[config.mk]
export PLATFORM = sky130hd
export DESIGN_NAME = div_sequencer
export DESIGN_NICKNAME = d
export VERILOG_FILES = /design/src/rtl/div_sequencer.sv
export SDC_FILE = /design/constraint.sdc
export NUM_CORES = 1
export LEC_CHECK = 0
export ABC_CLOCK_PERIOD_IN_PS = 6100
export BUFFER_PORTS_ARGS = -buffer_cell sky130_fd_sc_hd__buf_2
export CAP_MARGIN = 5
export CORE_MARGIN = 3
export CORE_UTILIZATION = 30
export CTS_BUF_LIST = sky130_fd_sc_hd__clkbuf_4 sky130_fd_sc_hd__clkbuf_8
export DETAILED_ROUTE_END_ITERATION = 10
export PLACE_DENSITY = 0.46
export SETUP_SLACK_MARGIN = 0.5
export SLEW_MARGIN = 20
export SYNTH_ARGS = -nofsm -noshare
export SYNTH_HDL_FRONTEND = slang
export SYNTH_SLANG_ARGS = --single-unit
[constraint.sdc]
create_clock -name CLK -period 6.1 [get_ports CLK]
set_input_delay 0.915 -clock CLK [delete_from_list [all_inputs] [get_ports CLK]]
set_output_delay 0.915 -clock CLK [all_outputs]
set_load 0.02 [all_outputs]
[src/rtl/div_sequencer.sv]
// ---------------------------------------------------------------------------
// div_sequencer
//
// Multi-cycle RV32M divide/remainder unit for the EX stage. It holds the
// front of the pipeline (stall) while a single restoring-divide datapath
// retires one quotient bit per cycle, then pulses done for one cycle with the
// result and the exception-style flags so EX/MEM can capture them as the
// pipeline is released.
//
// Parameters
//   XLEN   operand/result width in bits
//   CNT_W  iteration counter width, 2**CNT_W > XLEN
//
// Ports
//   CLK                  in   clock, rising edge
//   RESET                in   synchronous active-high reset
//   start                in   EX holds a valid divide-class instruction
//   op[1:0]              in   00 DIV, 01 DIVU, 10 REM, 11 REMU
//   dividend[XLEN-1:0]   in   rs1 operand
//   divisor[XLEN-1:0]    in   rs2 operand
//   flush                in   kill the in-flight op (redirect)
//   stall                out  hold IF/ID/EX (combinational)
//   done                 out  one-cycle pulse, result and flags valid
//   result[XLEN-1:0]     out  quotient (DIV/DIVU) or remainder (REM/REMU)
//   zero_division        out  divisor was zero, valid with done
//   overflow_signed_div  out  signed most-negative / -1, valid with done
// ---------------------------------------------------------------------------
module div_sequencer #(
  parameter int XLEN  = 32,
  parameter int CNT_W = 6
) (
  input  logic            CLK,
  input  logic            RESET,
  input  logic            start,
  input  logic [1:0]      op,
  input  logic [XLEN-1:0] dividend,
  input  logic [XLEN-1:0] divisor,
  input  logic            flush,
  output logic            stall,
  output logic            done,
  output logic [XLEN-1:0] result,
  output logic            zero_division,
  output logic            overflow_signed_div
);

  typedef enum logic [1:0] {
    IDLE = 2'd0,
    CALC = 2'd1,
    DONE = 2'd2
  } state_t;

  localparam logic [XLEN-1:0] SMIN = {1'b1, {(XLEN-1){1'b0}}};

  // Magnitude of a two's-complement value; the most negative value maps to
  // itself, which read as unsigned is exactly its magnitude.
  function automatic logic [XLEN-1:0] abs_val(input logic signed [XLEN-1:0] v);
    logic signed [XLEN-1:0] neg_v;
    neg_v = -v;
    return v[XLEN-1] ? neg_v : v;
  endfunction

  // Conditional two's-complement negation used for the final sign fix-up.
  function automatic logic [XLEN-1:0] cond_neg(input logic [XLEN-1:0] v,
                                               input logic            neg);
    return neg ? (~v + XLEN'(1)) : v;
  endfunction

  state_t            state_q, state_d;
  logic [CNT_W-1:0]  cnt_q;

  logic              accept;
  logic              is_signed;
  logic              div_zero;
  logic              sgn_ovf;
  logic              special;
  logic              last_step;

  // Iteration state: rem_q is the partial remainder; quo_q starts as the
  // dividend magnitude and is shifted left each step, its MSB feeding the
  // remainder while the new quotient bit enters at the LSB.
  logic [XLEN-1:0]   rem_q;
  logic [XLEN-1:0]   quo_q;
  logic [XLEN-1:0]   dvs_q;
  logic              op_rem_q;
  logic              neg_quo_q;
  logic              neg_rem_q;
  logic              zd_q;
  logic              ovf_q;

  logic [XLEN:0]     shifted;
  logic [XLEN:0]     diff;
  logic [XLEN-1:0]   rem_next;
  logic [XLEN-1:0]   quo_next;

  assign is_signed = ~op[0];
  assign div_zero  = (divisor == '0);
  assign sgn_ovf   = is_signed & (dividend == SMIN) & (divisor == '1);
  assign special   = div_zero | sgn_ovf;
  assign accept    = (state_q == IDLE) & start & ~flush;
  assign last_step = (cnt_q == CNT_W'(XLEN-1));

  // The partial remainder is always below the divisor, so the shifted value
  // is below 2*divisor and the XLEN+1-bit difference is negative (MSB set)
  // exactly when the divisor does not fit.
  assign shifted  = {rem_q, quo_q[XLEN-1]};
  assign diff     = shifted - {1'b0, dvs_q};
  assign rem_next = diff[XLEN] ? shifted[XLEN-1:0] : diff[XLEN-1:0];
  assign quo_next = {quo_q[XLEN-2:0], ~diff[XLEN]};

  // ---- state register ----
  always_ff @(posedge CLK) begin
    if (RESET) begin
      state_q <= IDLE;
    end else begin
      state_q <= state_d;
    end
  end

  // ---- next-state logic ----
  always_comb begin
    state_d = state_q;
    case (state_q)
      IDLE: begin
        if (accept) begin
          state_d = special ? DONE : CALC;
        end
      end
      CALC: begin
        if (flush) begin
          state_d = IDLE;
        end else if (last_step) begin
          state_d = DONE;
        end
      end
      DONE:    state_d = IDLE;
      default: state_d = IDLE;
    endcase
  end

  // ---- outputs ----
  always_comb begin
    stall               = accept | (state_q == CALC);
    done                = (state_q == DONE) & ~flush;
    zero_division       = zd_q & done;
    overflow_signed_div = ovf_q & done;
  end

  // ---- iteration counter ----
  always_ff @(posedge CLK) begin
    if (RESET) begin
      cnt_q <= '0;
    end else if (accept) begin
      cnt_q <= '0;
    end else if (state_q == CALC) begin
      cnt_q <= cnt_q + CNT_W'(1);
    end
  end

  // ---- operand capture and restoring step ----
  always_ff @(posedge CLK) begin
    if (accept) begin
      op_rem_q  <= op[1];
      neg_quo_q <= is_signed & (dividend[XLEN-1] ^ divisor[XLEN-1]);
      neg_rem_q <= is_signed & dividend[XLEN-1];
      quo_q     <= is_signed ? abs_val(dividend) : dividend;
      dvs_q     <= is_signed ? abs_val(divisor) : divisor;
      rem_q     <= '0;
    end else if (state_q == CALC) begin
      rem_q <= rem_next;
      quo_q <= quo_next;
    end
  end

  // ---- result and flag capture on entry to DONE ----
  always_ff @(posedge CLK) begin
    if (RESET) begin
      result <= '0;
      zd_q   <= 1'b0;
      ovf_q  <= 1'b0;
    end else if (accept & special) begin
      if (div_zero) begin
        result <= op[1] ? dividend : '1;
      end else begin
        result <= op[1] ? '0 : SMIN;
      end
      zd_q  <= div_zero;
      ovf_q <= ~div_zero;
    end else if ((state_q == CALC) & last_step & ~flush) begin
      result <= op_rem_q ? cond_neg(rem_next, neg_rem_q)
                         : cond_neg(quo_next, neg_quo_q);
      zd_q   <= 1'b0;
      ovf_q  <= 1'b0;
    end
  end

endmodule

==> impl_metrics.yaml, run 1 <==
clock_network:
  clock_path_buffers: 2
  cts_made_buffers: 17
  cts_root_buffer: "clkbuf_8"
  cts_sinks: 141
  cts_tree: "yes"
  insertion_delay_ns: 0.48
  htree_levels: 4
  clk_pin_slew_worst_paths_ns: 0.10
placement:
  numPortBuffers: 105
  dpl.cell_count: 1903
  pre_cts_slack_ns: 0.4610
  hpwl_mm: 28.90
  gp_congestion: 0.8300
layout:
  post-route-util_pct: 35.06
  fin_cells: 1941
  layout_common_cells: "164 x o21ai_0, 163 x nand2_1, 117 x nor2_1, 105 x buf_2, 88 x a21oi_1"
  final_common_cell: "o21ai_0"
  finalNetCount: 1576
  antenna_cells: 0
  area_growth_pct: 13.87
  layout-drive-gt1-share_pct: 13.45
detailed_routing:
  ant_nets: 0
  vias: 10530
  routedWlPerCell_um: 19.33
  drt-initial-drc-count: 737
  routed_wl_mm: 37.53
  routed_via_density: 5.426
  drc: 0
  first_pass_iters: 5
critical_path:
  crit_path_start_kind: "flop"
  regToRegSetupSlack_ns: 0.84
  critical_path.startpoint: "quo_q[31]"
  worstPathRequired_ns: 6.44
  critPathMaxFanout: 5
  arrival_ns: 5.60
  worstReg2RegStart: "quo_q[31]"
  critPathKind: "reg -> reg"
  cp-end-kind: "flop"
timing:
  slew_violations: 0
  hold_violations: 0
  fin_ws_ns: 0.8412
  rsz0062_at_grt: "false"
  maxSlewHeadroom_pct: 25.64
  fmax_mhz: 190.2
  fin_tns_setup_ns: 0
  finClkSkew_ns: 0.01814
  finalCritPeriodShare_pct: 86.21
  tightest_slew_ns: 1.104
  fin_crit_ns: 5.259
  whs_ns: 0.4618
  setup_violations: 0
floorplanning:
  die_w_um: 198.0
  ioPinCount: 106
  start_util_pct: 30.79
  design.core.area_sq_um: 35910
  design.die.area_sq_um: 39200
  num_rows: 69
  fp.dieH_um: 198.0
synthesis:
  async_flop_share_pct: 0
  synthCells: 1397
  synth-edff-count: 67
  synthesis.nets: 1506
  ys_seq_elements: 141
  yosys_warnings: 0
  syn_area_sq_um: 11060
  syn_avg_cell_area_sq_um: 7.916
  synth_seq_area_share_pct: 31.59
  synth.distinct_cells: 78
  ys.flop_type: "dfxtp_1"
global_route:
  first_global_vias: 9963
  grt_usage_pct: 18.85
  grt_antenna_before_repair: 0
  grt_pass1_wl_mm: 57.42
  grt_remaining_overflow: 0
  grt_max_degree: 65
job:
  maxCapViolCount: 0
power_and_ir_drop:
  power_density_nw_per_um2: 333.0
  power_leakage_nw: 4.879
  worst_ir_drop_vdd_mv: 0.1852
hold_path:
  hold_class: "reg -> reg"
  hp-start: "result[11]"
outcome:
  status: "finished, final reports clean"
[stage by stage]
step	total power [mW]	instance area, sq um
floorplan	2.660	11060
global placement	3.218	12000
detailed placement	3.214	12010
CTS	4.168	12490
global route	4.484	12590
finish	4.194	12590
[cell families (layout without fill, tap and decap cells)]
logic type               after synthesis  after routing  synth area share, %
flip-flops                           141            141                31.59
XOR/XNOR                             141            141                11.17
buffers and inverters                129            212                4.594
AND/OR/NAND/NOR                      489            489                21.42
AO/OA/AOI/OAI                        432            432                24.38
multiplexers                          26             26                2.365
adder cells (fa/ha/maj)               39             39                4.481
[area by class of cell]
class                      count  area (sq um)
clock buffer                  20         269.0
sequential                   141          3493
timing repair buffer         129         730.7
tap                          461         576.8
clock inverter                12         209.0
multi-input combinational   1127          7118
inverter                      51         195.2
fill                        3872         23320
[synthesized netlist by cell type (13+ instances only)]
library cell,n,area share (%)
o211ai_1,16,1.1
mux2i_1,25,2.3
nor3_1,46,2.1
xor2_1,71,5.6
ha_1,38,4.3
clkbuf_1,55,1.9
buf_2,19,0.86
a211oi_1,28,1.9
nand3_1,15,0.68
o21ai_0,164,7.4
inv_1,50,1.7
nand4_1,22,1.2
or3_1,25,1.4
xnor2_1,70,5.5
a21oi_1,89,4.0
edfxtp_1,67,18
nor2_1,119,4.0
nor4_1,16,0.91
a21o_1,17,1.2
a31oi_1,14,0.79
nand2b_1,13,0.74
nand2_1,163,5.5
dfxtp_1,74,13
o31ai_1,29,2.0
[report_power, final]
group	switching (mW)	internal (mW)	total, mW
clock network	0.411	0.518	0.929
registers	0.138	1.10	1.24
logic	1.26	0.768	2.03
total	1.81	2.39	4.19
[critical path: stages (launching register included)]
cell and delay (ns):
edfxtp_1 0.36, inv_1 0.05, ha_1 0.23, fa_1 0.42, nand2b_4 0.18, a211oi_4 0.30, o211ai_1 0.23, a211oi_2 0.33
o21a_1 0.21, nor2_4 0.06, clkinvlp_4 0.15, ha_1 0.18, nand2_1 0.12, or2_4 0.29, nand2b_4 0.15, or2_1 0.26
or3_4 0.41, or4_4 0.52, o41ai_4 0.22, xor2_1 0.17, o211ai_1 0.11, a21oi_2 0.13, nor3_1 0.05
[routing by layer]
| metal | vias to the layer above | wire (um) | GRT usage (%) | share of wire, % |
|---|---|---|---|---|
| li1 | 5232 | - | - | - |
| met1 | 5065 | 16950 | 24.75 | 45 |
| met2 | 207 | 18700 | 32.75 | 50 |
| met3 | 27 | 1294 | 2.620 | 3.4 |
| met4 | 0 | 586 | 4.692 | 1.6 |
| met5 | - | 0 | 0 | 0 |
[path summary, 6_finish.rpt]
kind,end,depth (start not counted)
worst max-delay path,result[30],22
worst max register to register,result[30],22
worst min-delay path,result[11],2
worst min register to register,result[11],2
[registers in the layout, summed over array words and instances (netlist names)]
signal     flops
cnt_q          6
dvs_q         32
neg_quo_q      1
neg_rem_q      1
op_rem_q       1
ovf_q          1
quo_q         32
rem_q         32
result        32
state_q        2
zd_q           1
[repair_timing]
| action | 4_1_cts | 5_1_grt |
|---|---|---|
| resized for setup | 1 | 9 |
| hold buffers | 0 | 0 |
| buffers inserted | 0 | 6 |
| pin swaps | 0 | 6 |
| endpoints found under the setup margin | 2 | 7 |
(Power assumes the default switching activity.)
==> run 2: changes to the inputs <==
Settings changed: CORE_MARGIN 3 to 2.
==> run 2 against run 1 <==
Power decreased by 1.8%. Global-route usage increased by 0.63 points. Register-to-register slack got worse by 0.05 ns. Worst hold slack got worse by 0.0069 ns. Maximum frequency decreased by 0.85%. Die area decreased by 2.0%. Clock skew increased by 0.0050 ns. Worst setup slack got worse by 0.045 ns. Clock power decreased by 9.0%. Sequential share of layout area increased by 0.064 points. Combinational power about the same. Highest routed layer unchanged.
==> impl_metrics.yaml, run 2 (synthesis gave the netlist of run 1 again) <==
outcome:
  status: "finished, final reports clean"
critical_path:
  worstPathRequired_ns: 6.46
  cp-end-kind: "flop"
  critPathKind: "reg -> reg"
  arrival_ns: 5.66
  path_cells: "inv_1, ha_1, fa_2, nand2b_4, a211oi_4, o211ai_1, a211oi_2, o21a_1, nor2_4, clkinvlp_4, ha_1, nand2_1, or2_4, nand2b_4, or2_1, or3_4, or4_4, o21ai_1, xor2_1, o211ai_1, nor3_1, nor3_1"
  critPathMaxFanout: 6
  crit_path_max_incr_delay_ns: 0.51
  crit_path_start_kind: "flop"
  path_buf_inv: 2
  cp_top_family: "simple AND/OR/NAND/NOR gates"
  slowest_stage: "or4_4"
power_and_ir_drop:
  worst_ir_drop_vdd_mv: 0.1610
  power_density_nw_per_um2: 328.0
  power_leakage_nw: 4.874
detailed_routing:
  ant_nets: 0
  routedWlPerCell_um: 19.27
  vias: 10600
  routed_wl_mm: 37.67
  drt-initial-drc-count: 702
  first_pass_iters: 5
  drc: 0
  routed_via_density: 5.422
floorplanning:
  ioPinCount: 106
  design.die.area_sq_um: 38410
  die_w_um: 196.0
  design.core.area_sq_um: 36430
  fp.dieH_um: 196.0
  start_util_pct: 30.35
  num_rows: 70
clock_network:
  cts_sinks: 141
  cts_root_buffer: "clkbuf_8"
  hold_buffers: 0
  clk_pin_slew_worst_paths_ns: 0.10
  cts_made_buffers: 17
  cts_tree: "yes"
  htree_levels: 4
  clock_path_buffers: 2
  insertion_delay_ns: 0.49
placement:
  numPortBuffers: 105
  gp_congestion: 0.8353
  hpwl_mm: 29.07
timing:
  fin_crit_ns: 5.304
  finalCritPeriodShare_pct: 86.95
  hold_violations: 0
  fmax_mhz: 188.5
  finClkSkew_ns: 0.02315
  tightest_slew_ns: 1.084
  fin_tns_setup_ns: 0
  maxSlewHeadroom_pct: 27.75
  slew_violations: 0
  rsz0062_at_grt: "false"
  setup_violations: 0
layout:
  antenna_cells: 0
  layout-drive-gt1-share_pct: 13.72
  post-route-util_pct: 34.48
  area_growth_pct: 13.61
  layout_common_cells: "163 x nand2_1, 163 x o21ai_0, 117 x nor2_1, 105 x buf_2, 87 x a21oi_1"
  finalNetCount: 1583
global_route:
  grt_usage_pct: 19.48
  grt_pass1_wl_mm: 58.07
  first_global_vias: 10100
  grt_max_degree: 65
  grt_remaining_overflow: 0
  grt_antenna_before_repair: 0
job:
  maxCapViolCount: 0
hold_path:
  hold_class: "reg -> reg"
## run 2: cell types whose count changed in the layout (fill, tap and decap cells not counted), moves of 2 or more
cell and change:
buf_12 -2, buf_4 +7, bufinv_16 -2, clkinv_2 +2, o21ai_1 +2
## run 2: final cells by class
| cell class | instances | area [sq um] |
|---|---|---|
| Multi-Input combinational cell | 1127 | 7111 |
| Sequential cell | 141 | 3493 |
| Tap cell | 468 | 585.6 |
| Clock inverter | 13 | 163.9 |
| Fill cell | 3952 | 23870 |
| Timing Repair inverter | 1 | 5.005 |
| Inverter | 51 | 195.2 |
| Clock buffer | 19 | 255.2 |
| Timing Repair Buffer | 135 | 754.5 |
## run 2: worst paths after layout
| path | startpoint | to | slack, ns | depth (start not counted) |
|---|---|---|---|---|
| setup reg to reg | quo_q[31] | result[28] | 0.80 | 22 |
| setup / recovery | quo_q[31] | result[28] | 0.80 | 22 |
| hold reg to reg | result[11] | result[11] | 0.45 | 2 |
| hold / removal | result[11] | result[11] | 0.45 | 2 |
## run 2: tightest hold or removal path, stage by stage, from the launching register on
cell and delay [ns]:
dfxtp_1 0.32, nand2_1 0.05, a21oi_1 0.05
## run 2: per-layer routing
| metal | wire length [um] | global-route usage, % | share of wire, % | vias up |
|---|---|---|---|---|
| li1 | - | - | - | 5262 |
| met4 | 616 | 4.994 | 1.6 | 0 |
| met1 | 17440 | 25.43 | 46 | 5115 |
| met3 | 1104 | 2.527 | 2.9 | 33 |
| met5 | 0 | 0 | 0 | - |
| met2 | 18510 | 33.93 | 49 | 190 |
## run 2: timing repair
| action | in CTS | in global routing |
|---|---|---|
| resized for setup | 2 | 8 |
| endpoints found under the setup margin | 2 | 8 |
| pin swaps | 0 | 4 |
| setup buffers | 0 | 6 |
| gates cloned | 0 | 1 |
| endpoints found under the hold margin | 0 | 0 |
## run 2: power by group
part           internal, mW  switching [mW]  leakage, nW
registers              1.10           0.134         1.23
clock network         0.422           0.423        0.214
logic                 0.769            1.27         3.43
total                  2.29            1.83         4.87
## run 2: metrics by stage
step	hold slack, ns	cell area, sq um	power (mW)	setup slack (ns)	std cells
2_1_floorplan	0.4390	11060	2.660	0.5816	1397
3_3_place_gp	0.4484	12040	3.233	0.4150	1915
3_5_place_dp	0.4504	12040	3.235	0.3008	1915
4_1_cts	0.4623	12460	4.095	0.5828	1947
5_1_grt	0.4976	12560	4.397	0.4533	1955
6_report	0.4550	12560	4.120	0.7959	1955
==> run 3: changes to the inputs <==
Settings changed: CORE_ASPECT_RATIO set to 1.25, CTS_CLUSTER_DIAMETER set to 60.
==> run 3 against run 2 <==
Clock power down 2.8%. Register-to-register slack worse by 0.02 ns. Wire length up 4.4%. Critical endpoint unchanged. Final area down 0.16%. Largest cell class unchanged.
==> impl_metrics.yaml, run 3 (synthesis gave the netlist of run 1 again) <==
detailed_routing:
  drt-initial-drc-count: 658
  routedWlPerCell_um: 20.02
  routed_via_density: 5.366
  routed_wl_mm: 39.32
  ant_nets: 0
  drc: 0
  vias: 10540
  first_pass_iters: 5
layout:
  layout_common_cells: "164 x o21ai_0, 162 x nand2_1, 117 x nor2_1, 105 x buf_2, 87 x a21oi_1"
  finalNetCount: 1580
  antenna_cells: 0
  final_common_cell: "o21ai_0"
  area_growth_pct: 13.43
  layout-drive-gt1-share_pct: 13.61
  finalInstanceArea_sq_um: 12540
timing:
  finClkSkew_ns: 0.01526
  setup_violations: 0
  rsz0062_at_grt: "false"
  fin_crit_ns: 5.324
  fin_tns_setup_ns: 0
  slew_violations: 0
  tightest_slew_ns: 1.118
  hold_violations: 0
  finalCritPeriodShare_pct: 87.28
  maxSlewHeadroom_pct: 25.21
  fmax_mhz: 187.8
floorplanning:
  start_util_pct: 30.46
  design.core.area_sq_um: 36300
  design.die.area_sq_um: 38420
  ioPinCount: 106
  fp.dieH_um: 218.7
  die_w_um: 175.7
  num_rows: 78
clock_network:
  clock_path_buffers: 2
  cts_tree: "yes"
  insertion_delay_ns: 0.51
  cts_root_buffer: "clkbuf_8"
  htree_levels: 4
  cts_made_buffers: 17
  clk_pin_slew_worst_paths_ns: 0.09
  cts_sinks: 141
placement:
  numPortBuffers: 105
  gp_congestion: 0.8454
  place_area_sq_um: 12060
  hpwl_mm: 30.83
outcome:
  status: "finished, final reports clean"
global_route:
  first_global_vias: 10280
  grt_pass1_wl_mm: 60.86
  grt_remaining_overflow: 0
  grt_max_degree: 60
  grt_usage_pct: 20.73
  grt_antenna_before_repair: 0
critical_path:
  cp-end-kind: "flop"
  crit_path_start_kind: "flop"
  critPathKind: "reg -> reg"
  arrival_ns: 5.69
  worstPathRequired_ns: 6.46
  critPathMaxFanout: 8
power_and_ir_drop:
  power_density_nw_per_um2: 328.6
  worst_ir_drop_vdd_mv: 0.1932
  power_leakage_nw: 4.842
hold_path:
  hold_class: "reg -> reg"
job:
  maxCapViolCount: 0
==> run 3: cell count changes in the layout (fill, tap and decap cells not counted), sizes merged <==
cell / previous run / this run
clkinv: 8 / 9
clkinvlp: 3 / 4
buf: 135 / 133
clkbuf: 19 / 17
inv: 51 / 50
==> run 3: area by class of cell <==
class	count	area [sq um]
well taps	480	600.6
flip-flops and latches	141	3493
fillers	3976	23760
clock inverters	15	171.4
inverters	51	195.2
multi-input cells	1127	7113
clock buffers	17	234.0
repair buffers	133	735.7
==> run 3: path summary, 6_finish.rpt <==
kind	slack [ns]	endpoint	from	depth (start not counted)
max reg2reg	0.78	result[28]	quo_q[31]	22
min	0.47	result[11]	result[11]	2
max	0.78	result[28]	quo_q[31]	22
min reg2reg	0.47	result[11]	result[11]	2
==> run 3: timing repair <==
item                                    in CTS  in global routing
endpoints found under the setup margin       2                  5
buffers inserted                             0                  5
hold buffers                                 0                  0
gates resized for setup                      2                  8
pin swaps                                    0                  5
==> run 3: metal layers <==
layer	global-route usage, %	routed length [um]	up-vias
met5	0	0	-
met4	9.008	1453	0
met3	2.540	1416	49
met2	36.99	19730	259
met1	24.93	16710	4989
li1	-	-	5241
==> run 3: critical path: stages, from the launching register on <==
cell        delay (ns)
edfxtp_1          0.36
inv_1             0.05
ha_2              0.20
fa_2              0.41
nand2b_4          0.16
a211oi_4          0.34
o211ai_1          0.21
a211oi_2          0.36
o21a_1            0.22
nor2_4            0.06
clkinvlp_4        0.19
ha_2              0.22
nand2_2           0.08
or2_4             0.28
nand2b_4          0.15
or2_1             0.25
or3_4             0.40
or4_4             0.51
o21ai_1           0.16
xor2_1            0.17
o211ai_1          0.11
nor3_1            0.25
nor3_1            0.06
==> run 3: metrics by stage <==
stage	hold slack [ns]	utilization, %	cells	power, mW	worst slack (ns)
after global placement	0.4570	33.22	1927	3.262	0.4335
final	0.4663	34.55	1964	4.122	0.7762
after CTS	0.4690	34.37	1959	4.090	0.5149
after detailed placement	0.4573	33.22	1927	3.246	0.3668
after floorplan	0.4390	-	1397	2.660	0.5816
after global routing	0.4896	34.55	1964	4.411	0.4733
==> run 3: report_power, final <==
group,internal [mW],switching [mW],total (mW)
logic,0.768,1.29,2.06
clock network,0.402,0.419,0.821
registers,1.10,0.139,1.24
total,2.27,1.85,4.12
